--- config.mk ---
export PLATFORM = sky130hd
export DESIGN_NAME = key_expansion_128_flat
export DESIGN_NICKNAME = d
export VERILOG_FILES = /design/src/rtl/key_expansion_128_if.sv /design/src/rtl/key_expansion_128.sv /design/src/flat_wrapper.sv
export SDC_FILE = /design/constraint.sdc
export NUM_CORES = 1
export LEC_CHECK = 0
export ABC_CLOCK_PERIOD_IN_PS = 3700
export BUFFER_PORTS_ARGS = -buffer_cell sky130_fd_sc_hd__buf_2
export CAP_MARGIN = 20
export CELL_PAD_IN_SITES_DETAIL_PLACEMENT = 1
export CELL_PAD_IN_SITES_GLOBAL_PLACEMENT = 1
export CORE_ASPECT_RATIO = 0.9
export CORE_MARGIN = 2
export CORE_UTILIZATION = 37
export CTS_CLUSTER_DIAMETER = 80
export DETAILED_ROUTE_END_ITERATION = 8
export PLACE_DENSITY = 0.89
export SYNTH_ARGS = -nofsm -noshare
export SYNTH_HDL_FRONTEND = slang
export SYNTH_SLANG_ARGS = --single-unit
--- constraint.sdc ---
create_clock -name clock50MHz -period 3.7 [get_ports clock50MHz]
set_clock_uncertainty 0.1 [all_clocks]
set_input_delay 0.74 -clock clock50MHz [delete_from_list [all_inputs] [get_ports clock50MHz]]
set_output_delay 0.74 -clock clock50MHz [all_outputs]
set_load 0.03 [all_outputs]
--- src/rtl/key_expansion_128_if.sv ---
// Handshake bundle between a key consumer/controller and key_expansion_128.
// master drives start/key/accept; slave (the expander) returns keys and status.
interface key_expansion_128_if;
    logic         start;
    logic [127:0] cipherKey;
    logic         ready;
    logic [127:0] roundKey;
    logic [3:0]   roundIndex;
    logic         roundKeyValid;
    logic         roundKeyAccept;
    logic         done;

    modport master (
        output start, cipherKey, roundKeyAccept,
        input  ready, roundKey, roundIndex, roundKeyValid, done
    );

    modport slave (
        input  start, cipherKey, roundKeyAccept,
        output ready, roundKey, roundIndex, roundKeyValid, done
    );
endinterface

--- src/rtl/key_expansion_128.sv ---
// AES-128 round-key generator, one shared S-box; key 0 one cycle after start, 6 cycles per later key.
// Each key is held on roundKey until roundKeyValid & roundKeyAccept; no further work happens while stalled.
module key_expansion_128 #(
    parameter int NUM_ROUNDS = 10
) (
    input  logic               clock50MHz,
    input  logic               reset,
    key_expansion_128_if.slave bus
);

    localparam logic [3:0] LAST_ROUND = 4'(NUM_ROUNDS);

    // Entry i sits at bits [(255-i)*8 +: 8]
    localparam logic [2047:0] SBOX = {
        128'h637c777bf26b6fc53001672bfed7ab76,
        128'hca82c97dfa5947f0add4a2af9ca472c0,
        128'hb7fd9326363ff7cc34a5e5f171d83115,
        128'h04c723c31896059a071280e2eb27b275,
        128'h09832c1a1b6e5aa0523bd6b329e32f84,
        128'h53d100ed20fcb15b6acbbe394a4c58cf,
        128'hd0efaafb434d338545f9027f503c9fa8,
        128'h51a3408f929d38f5bcb6da2110fff3d2,
        128'hcd0c13ec5f974417c4a77e3d645d1973,
        128'h60814fdc222a908846eeb814de5e0bdb,
        128'he0323a0a4906245cc2d3ac629195e479,
        128'he7c8376d8dd54ea96c56f4ea657aae08,
        128'hba78252e1ca6b4c6e8dd741f4bbd8b8a,
        128'h703eb5664803f60e613557b986c11d9e,
        128'he1f8981169d98e949b1e87e9ce5528df,
        128'h8ca1890dbfe6426841992d0fb054bb16
    };

    typedef enum logic [1:0] {
        S_IDLE,
        S_PRESENT,
        S_SUB,
        S_XOR
    } state_t;

    state_t       state, state_n;
    logic         ready_q, ready_n;
    logic         valid_q, valid_n;
    logic         done_q, done_n;
    logic [127:0] key_q;
    logic [31:0]  temp;
    logic [7:0]   rcon;
    logic [1:0]   cnt;
    logic [3:0]   idx;

    logic         launch;
    logic         xfer;
    logic [7:0]   sbox_in;
    logic [7:0]   sbox_out;
    logic [31:0]  t_word;
    logic [31:0]  w0_n, w1_n, w2_n, w3_n;

    // ready_q stays low during the done cycle, so a start there is dropped
    assign launch = (state == S_IDLE) && ready_q && bus.start;
    assign xfer   = (state == S_PRESENT) && valid_q && bus.roundKeyAccept;

    always_ff @(posedge clock50MHz) begin
        if (reset) begin
            state   <= S_IDLE;
            ready_q <= 1'b1;
            valid_q <= 1'b0;
            done_q  <= 1'b0;
        end else begin
            state   <= state_n;
            ready_q <= ready_n;
            valid_q <= valid_n;
            done_q  <= done_n;
        end
    end

    always_comb begin
        state_n = state;
        ready_n = ready_q;
        valid_n = valid_q;
        done_n  = 1'b0;
        case (state)
            S_IDLE: begin
                ready_n = 1'b1;
                if (launch) begin
                    ready_n = 1'b0;
                    valid_n = 1'b1;
                    state_n = S_PRESENT;
                end
            end
            S_PRESENT: begin
                if (xfer) begin
                    valid_n = 1'b0;
                    if (idx == LAST_ROUND) begin
                        done_n  = 1'b1;
                        state_n = S_IDLE;
                    end else begin
                        state_n = S_SUB;
                    end
                end
            end
            S_SUB: begin
                if (cnt == 2'd3) state_n = S_XOR;
            end
            S_XOR: begin
                valid_n = 1'b1;
                state_n = S_PRESENT;
            end
            default: state_n = S_IDLE;
        endcase
    end

    // RotWord folded into the byte select: temp byte c takes w3 byte (c+1) mod 4
    always_comb begin
        sbox_in = key_q[23:16];
        case (cnt)
            2'd0: sbox_in = key_q[23:16];
            2'd1: sbox_in = key_q[15:8];
            2'd2: sbox_in = key_q[7:0];
            2'd3: sbox_in = key_q[31:24];
            default: sbox_in = key_q[23:16];
        endcase
    end

    assign sbox_out = SBOX[{~sbox_in, 3'b000} +: 8];

    assign t_word = temp ^ {rcon, 24'h000000};
    assign w0_n   = key_q[127:96] ^ t_word;
    assign w1_n   = key_q[95:64]  ^ w0_n;
    assign w2_n   = key_q[63:32]  ^ w1_n;
    assign w3_n   = key_q[31:0]   ^ w2_n;

    always_ff @(posedge clock50MHz) begin
        if (reset) begin
            key_q <= '0;
            temp  <= '0;
            rcon  <= 8'h01;
            cnt   <= 2'd0;
            idx   <= 4'd0;
        end else begin
            case (state)
                S_IDLE: begin
                    if (launch) begin
                        key_q <= bus.cipherKey;
                        idx   <= 4'd0;
                        rcon  <= 8'h01;
                    end
                end
                S_PRESENT: begin
                    if (xfer) cnt <= 2'd0;
                end
                S_SUB: begin
                    case (cnt)
                        2'd0: temp[31:24] <= sbox_out;
                        2'd1: temp[23:16] <= sbox_out;
                        2'd2: temp[15:8]  <= sbox_out;
                        2'd3: temp[7:0]   <= sbox_out;
                        default: temp[31:24] <= sbox_out;
                    endcase
                    cnt <= cnt + 2'd1;
                end
                S_XOR: begin
                    key_q <= {w0_n, w1_n, w2_n, w3_n};
                    idx   <= idx + 4'd1;
                    rcon  <= {rcon[6:0], 1'b0} ^ (rcon[7] ? 8'h1b : 8'h00);
                end
                default: ;
            endcase
        end
    end

    assign bus.ready         = ready_q;
    assign bus.roundKey      = key_q;
    assign bus.roundIndex    = idx;
    assign bus.roundKeyValid = valid_q;
    assign bus.done          = done_q;

endmodule

--- src/flat_wrapper.sv ---
// flat-port wrapper written by rule: the top's interface ports become plain ports
module key_expansion_128_flat 
#(
    parameter int NUM_ROUNDS = 10
)
  (clock50MHz, reset, bus_start, bus_cipherKey, bus_roundKeyAccept, bus_ready, bus_roundKey, bus_roundIndex, bus_roundKeyValid, bus_done);
  key_expansion_128_if bus_i ();
  input  logic clock50MHz;
  input  logic reset;
  input wire logic [$bits(bus_i.start)-1:0] bus_start;
  input wire logic [$bits(bus_i.cipherKey)-1:0] bus_cipherKey;
  input wire logic [$bits(bus_i.roundKeyAccept)-1:0] bus_roundKeyAccept;
  output wire logic [$bits(bus_i.ready)-1:0] bus_ready;
  output wire logic [$bits(bus_i.roundKey)-1:0] bus_roundKey;
  output wire logic [$bits(bus_i.roundIndex)-1:0] bus_roundIndex;
  output wire logic [$bits(bus_i.roundKeyValid)-1:0] bus_roundKeyValid;
  output wire logic [$bits(bus_i.done)-1:0] bus_done;
  assign bus_i.start = bus_start;
  assign bus_i.cipherKey = bus_cipherKey;
  assign bus_i.roundKeyAccept = bus_roundKeyAccept;
  assign bus_ready = bus_i.ready;
  assign bus_roundKey = bus_i.roundKey;
  assign bus_roundIndex = bus_i.roundIndex;
  assign bus_roundKeyValid = bus_i.roundKeyValid;
  assign bus_done = bus_i.done;
  key_expansion_128 #(.NUM_ROUNDS(NUM_ROUNDS)) u_core (.clock50MHz(clock50MHz), .reset(reset), .bus(bus_i));
endmodule
Word level (Yosys, flattened, before mapping)
Index checks and enable logic that the tools add are counted.

Add/subtract/negate cells: 2. $mul: 0. Divide/modulo/power cells: 0. Magnitude comparators: 0. Eq/ne operators: 10. Shift-type cells: 1. Mux-type cells: 20. Bitwise logic cells: 9. Reduce and logical (&&, ||, !) cells: 18.

Operators by type and width (count): indexed part select 2048 x 12 -> 8 bit, first input constant (1); one-hot mux 128 bit (2 select lines) (1); XOR 32 bit (5); 2-to-1 mux 128 bit (1); one-hot mux 8 bit (4 select lines) (1); one-hot mux 8 bit (2 select lines) (1); AND reduction 2 bit (6); 2-to-1 mux 2 bit (5); equality test 2 bit, second input constant (4); 2-to-1 mux 8 bit (1); inverter 8 bit (1); one-hot mux 2 bit (4 select lines) (1); one-hot mux 4 bit (2 select lines) (1); XOR 8 bit (1); inequality test 2 x 1 -> 1 bit, second input constant (3); AND reduction 3 bit (2); 2-to-1 mux 5 bit (1); adder 4 x 1 -> 4 bit, second input constant (1); equality test 2 x 1 -> 1 bit, second input constant (2); equality test 4 bit, second input constant (1); logical AND 1 bit (4); logical NOT 2 bit (2); 2-to-1 mux 1 bit (4); 2-to-1 mux 4 bit (1); 7 further kinds (9).

Flip-flop bits (word level): 179. Latch bits: 0. Memory bits (writable): 0. Memory bits (read-only): 0. Output and inout port bits: 135. Logic and storage cells: 72. Memories kept: 0.

Depth between registers and ports, before layout
Depth after elaboration: 6. Depth in mapped cells: 17. Depth with buffers taken out: 14.

Least setup slack after synthesis
Ideal clock, no wire load.

Path type: flip-flop to flip-flop. From: register u_core.cnt[0]. To: register u_core.temp[29]. Setup time: 137 ps. Data arrival time: 3527 ps. Data required time: 3463 ps. Path slack: -65 ps. Cell stages (with the launch flop): 18. Cells stage by stage: dfxtp_1 > inv_1 > ha_1 > buf_6 > inv_1 > buf_6 > mux2i_2 > buf_6 > buf_6 > ha_1 > and3b_1 > a41oi_1 > a21o_1 > a21oi_1 > o41ai_1 > a21oi_1 > a311oi_2 > a211oi_1.

Longest elaborated chain between the ends: 4.

Ends and longest elaborated chain: start: declaration (RTL line key_expansion_128.sv:47) `logic [1:0] cnt;`; start signal: assignment (RTL line key_expansion_128.sv:158) `cnt <= cnt + 2'd1;`; equality test 2 bit (tied with other cells) (RTL line key_expansion_128.sv:114) `case (cnt)`; one-hot mux 8 bit (4 select lines) (RTL line key_expansion_128.sv:114); inverter 8 bit (RTL line key_expansion_128.sv:123) `assign sbox_out = SBOX[{~sbox_in, 3'b000} +: 8];`; indexed part select 2048 x 12 -> 8 bit (RTL line key_expansion_128.sv:123); end signal: assignment (RTL line key_expansion_128.sv:152) `2'd0: temp[31:24] <= sbox_out;`; end signal: assignment (RTL line key_expansion_128.sv:156) `default: temp[31:24] <= sbox_out;`; end: declaration (RTL line key_expansion_128.sv:45) `logic [31:0] temp;`.

Several ways; a longest one is shown, not always the timed one. A chain may end at the register's enable or synchronous reset.

Worst setup path in the final report
From: register u_core.cnt[0]. To: register u_core.temp[1].

Longest elaborated chain between the ends: 4.

Ends and longest elaborated chain: equality test 2 bit (tied with other cells) (RTL line key_expansion_128.sv:114, key_expansion_128.sv:151); one-hot mux 8 bit (4 select lines) (RTL line key_expansion_128.sv:114); inverter 8 bit (RTL line key_expansion_128.sv:123); indexed part select 2048 x 12 -> 8 bit (RTL line key_expansion_128.sv:123); end signal: assignment (RTL line key_expansion_128.sv:155) `2'd3: temp[7:0] <= sbox_out;`.

Several ways; a longest one is shown, not always the timed one.

==> flow_metrics.py <==
metrics = {
    "status": {
        "status": "completed",
    },
    "floorplanning": {
        "pin_count": 267,
        "core-area_um2": 35100,
        "row_count": 65,
        "die_y_um": 184,
        "chipWidth_um": 203,
        "initial_utilization_pct": 37.7,
        "dieArea_um2": 37300,
    },
    "global_routing": {
        "antenna_found_initial": 8,
        "globalRouteOverflowTotal": 0,
        "grt_start_max_net_pins": 149,
        "grt.total_usage_pct": 39.9,
        "grt_first_pass_wirelength_um": 110000,
        "first_global_vias": 16700,
    },
    "route": {
        "finalWirelength_um": 76600,
        "vias": 16600,
        "dr_wl_met3_um": 8140,
        "wl_met2_um": 33100,
        "drtPass1Iterations": 5,
        "drt_iter0_drc": 1937,
        "dr.max_layer_used": "met5",
        "viasPerCell": 6.40,
        "avgRoutedWirePerCell_um": 29.5,
        "drc": 0,
        "wl_met1_um": 31300,
        "antenna_left": 0,
    },
    "clocking": {
        "cts_tree": "done",
        "holdBufCountCts": 0,
        "clk_pin_slew_ns": 0.08,
        "clock_latency_ns": 0.47,
        "clock-sinks": 179,
        "htreeDepth": 4,
        "clock_path_buffers": 2,
        "cts_root_buf": "clkbuf_16",
        "numCtsBuffers": 17,
    },
    "synthesis": {
        "synthMostInstantiatedCell": "nor2_1",
        "synth_seq_area_share_pct": 27.1,
        "synth_xor_area_share_pct": 7.46,
        "synth_top_cell_by_area": "dfxtp_1",
        "synth.area.top_cells": "dfxtp_1, nor2_1, a211oi_1, a21oi_1, nand2_1",
        "muxShareOfSynthArea_pct": 1.62,
        "yosys.area_share.simple_pct": 16.4,
        "syn_nets": 1897,
        "netlist_area_um2": 13200,
        "ys_ff_latch": 179,
        "synth_top_family_by_area": "compound AO/OA/AOI/OAI gates",
        "synth_edf_count": 0,
        "synth_cell_type_count": 90,
        "synth_compound_area_share_pct": 38.2,
        "yosys_warnings": 0,
        "async_flop_share_pct": 0,
        "synthAdderAreaFrac_pct": 1.89,
        "syn_area_per_cell_um2": 7.59,
        "netlist_instances": 1745,
        "synth_ff_type": "dfxtp_1",
        "ys_top_cells_by_count": "nor2_1, dfxtp_1, nand2_1, a21oi_1, o21ai_0",
        "synth_top_area_share_pct": 27.1,
    },
    "finish": {
        "final_net_count": 2261,
        "fillers": 4379,
        "final_util_pct": 49.2,
        "drive_above_1_share_pct": 29.7,
        "area_growth_pct": 30.6,
        "final_area_um2": 17300,
    },
    "critical_path": {
        "cp-startpoint": "u_core.cnt[0]$_SDFFE_PP0P_",
        "worstSetupPathType": "reg2reg",
        "crit_fanout": 7,
        "startpoint_type": "flop",
        "r2r_slack_ns": 0.02,
        "cp-end-kind": "flop",
        "crit_end": "u_core.temp[1]$_SDFFE_PP0P_",
        "rr_startpoint": "u_core.cnt[0]$_SDFFE_PP0P_",
        "rr_worst_depth": 15,
        "worstPathArrival_ns": 3.97,
        "required_ns": 3.99,
        "reg2reg_to": "u_core.temp[1]$_SDFFE_PP0P_",
    },
    "place": {
        "place.gp.congestion": 1.03,
        "dp_hpwl_um": 57900,
        "place_area_um2": 16500,
        "io_buffer_count": 266,
    },
    "hold_path": {
        "hp-class": "in2reg",
    },
    "power_and_ir_drop": {
        "peakVddDrop_mv": 0.538,
        "p_leak_nw": 7.33,
        "power_density_nw_per_um2": 749,
        "power_mw": 13.0,
    },
    "sta": {
        "worst_pin_slew_ns": 1.04,
        "fmax_mhz": 272,
        "hold_viol_final": 0,
        "setup_violations": 0,
        "slew_headroom_pct": 30.6,
        "period_minus_slack_ns": 3.68,
        "fin_crit_sh_pct": 99.4,
        "final.setup.tns_ns": 0,
        "slew_viol_final": 0,
    },
    "run": {
        "drv_cap": 0,
    },
}
-- registers in the layout (all words and copies together), names as in the netlist --
register / count
u_core.bus.roundKeyValid: 1
u_core.bus.roundIndex: 4
u_core.bus.ready: 1
u_core.cnt: 2
u_core.bus.roundKey: 128
u_core.rcon: 8
u_core.temp: 32
u_core.bus.done: 1
u_core.state: 2
-- through the flow --
stage / hold WS (ns) / setup WS [ns] / instances
finish: 0.388 / 0.0216 / 2597
global route: 0.410 / -0.00321 / 2595
CTS: 0.376 / 0.00281 / 2591
detailed placement: 0.417 / -0.156 / 2557
global placement: 0.391 / -0.0590 / 2557
floorplan: 0.366 / 0.0196 / 1745
-- logic make-up (layout without fill, tap and decap cells) --
| kind of cell | Yosys count | after routing |
|---|---|---|
| AO/OA/AOI/OAI | 704 | 704 |
| AND/OR/NAND/NOR | 504 | 504 |
| buffers and inverters | 209 | 586 |
| flip-flops | 179 | 179 |
| XOR/XNOR | 112 | 112 |
| adder cells (fa/ha/maj) | 20 | 20 |
| multiplexers | 17 | 17 |
| other | 0 | 6 |
-- power breakdown --
part / leakage [nW] / switching, mW / internal, mW / total [mW]
Sequential: 1.46 / 0.434 / 2.28 / 2.71
Combinational: 5.56 / 5.38 / 2.84 / 8.22
Clock: 0.309 / 0.985 / 1.04 / 2.03
-- worst min-delay path by stage --
| stage | start | endpoint | slack, ns | cells after the start |
|---|---|---|---|---|
| after CTS | bus_cipherKey[5] | u_core.bus.roundKey[5]$_SDFFE_PP0P_ | 0.38 | 3 |
| final | bus_cipherKey[5] | u_core.bus.roundKey[5]$_SDFFE_PP0P_ | 0.39 | 3 |
| after global routing | bus_cipherKey[9] | u_core.bus.roundKey[9]$_SDFFE_PP0P_ | 0.41 | 3 |
| after global placement | u_core.temp[25]$_SDFFE_PP0P_ | u_core.temp[25]$_SDFFE_PP0P_ | 0.39 | 2 |
| after detailed placement | u_core.bus.roundKeyValid$_SDFFE_PP0P_ | u_core.bus.roundKeyValid$_SDFFE_PP0P_ | 0.42 | 2 |
| after floorplan | u_core.temp[25]$_SDFFE_PP0P_ | u_core.temp[25]$_SDFFE_PP0P_ | 0.37 | 2 |
-- layer usage --
| metal | vias up | track usage (%) |
|---|---|---|
| met5 | - | 0 |
| li1 | 7210 | - |
| met3 | 209 | 11.3 |
| met4 | 2 | 19.4 |
| met2 | 1011 | 61.3 |
| met1 | 8184 | 51.3 |
-- worst max-delay path: stages, from the launching register on --
cell,delay (ns)
dfxtp_2,0.37
inv_1,0.10
ha_1,0.27
a222oi_1,0.27
mux2i_2,0.13
buf_4,0.19
ha_2,0.41
inv_1,0.08
o211ai_1,0.23
buf_4,0.26
o211ai_1,0.11
o311a_1,0.15
a311o_1,0.37
nand4b_1,0.17
o211ai_2,0.19
o21ai_1,0.21
-- layout by cell type (no fill, tap or decap), types with 18 or more instances in the layout --
master | Yosys | final
a211oi_1 | 80 | 78
nand2_1 | 151 | 150
nor3_1 | 43 | 43
buf_12 | 0 | 21
o21ai_0 | 111 | 107
buf_4 | 8 | 228
a21boi_0 | 24 | 23
o31ai_1 | 32 | 32
dfxtp_1 | 179 | 178
buf_2 | 33 | 265
o21ba_2 | 23 | 23
o22a_1 | 23 | 23
a41o_1 | 23 | 23
xnor2_1 | 58 | 58
o2bb2ai_1 | 29 | 29
a31oi_1 | 23 | 23
nand3_1 | 18 | 18
a22oi_1 | 65 | 65
inv_1 | 35 | 34
a21oi_1 | 120 | 118
xor2_1 | 53 | 53
nor2_1 | 225 | 223
nand2b_1 | 18 | 18
-- timing repair --
action / in CTS / in global routing
pin swaps: 4 / 6
gates cloned: 0 / 0
endpoints found under the setup margin: 19 / 32
setup buffers: 2 / 0
resized for setup: 3 / 30
-- layout make-up --
cell class | count | area (µm²) | area share [%]
antenna | 6 | 15.0 | 0.0868
clock buffer | 17 | 425 | 2.46
clock inverter | 15 | 206 | 1.19
inverter | 39 | 151 | 0.875
multi-input combinational | 1357 | 8860 | 51.2
sequential | 179 | 3580 | 20.7
tap | 469 | 587 | 3.39
timing repair buffer | 515 | 3470 | 20.1
(Power assumes the default switching activity.)
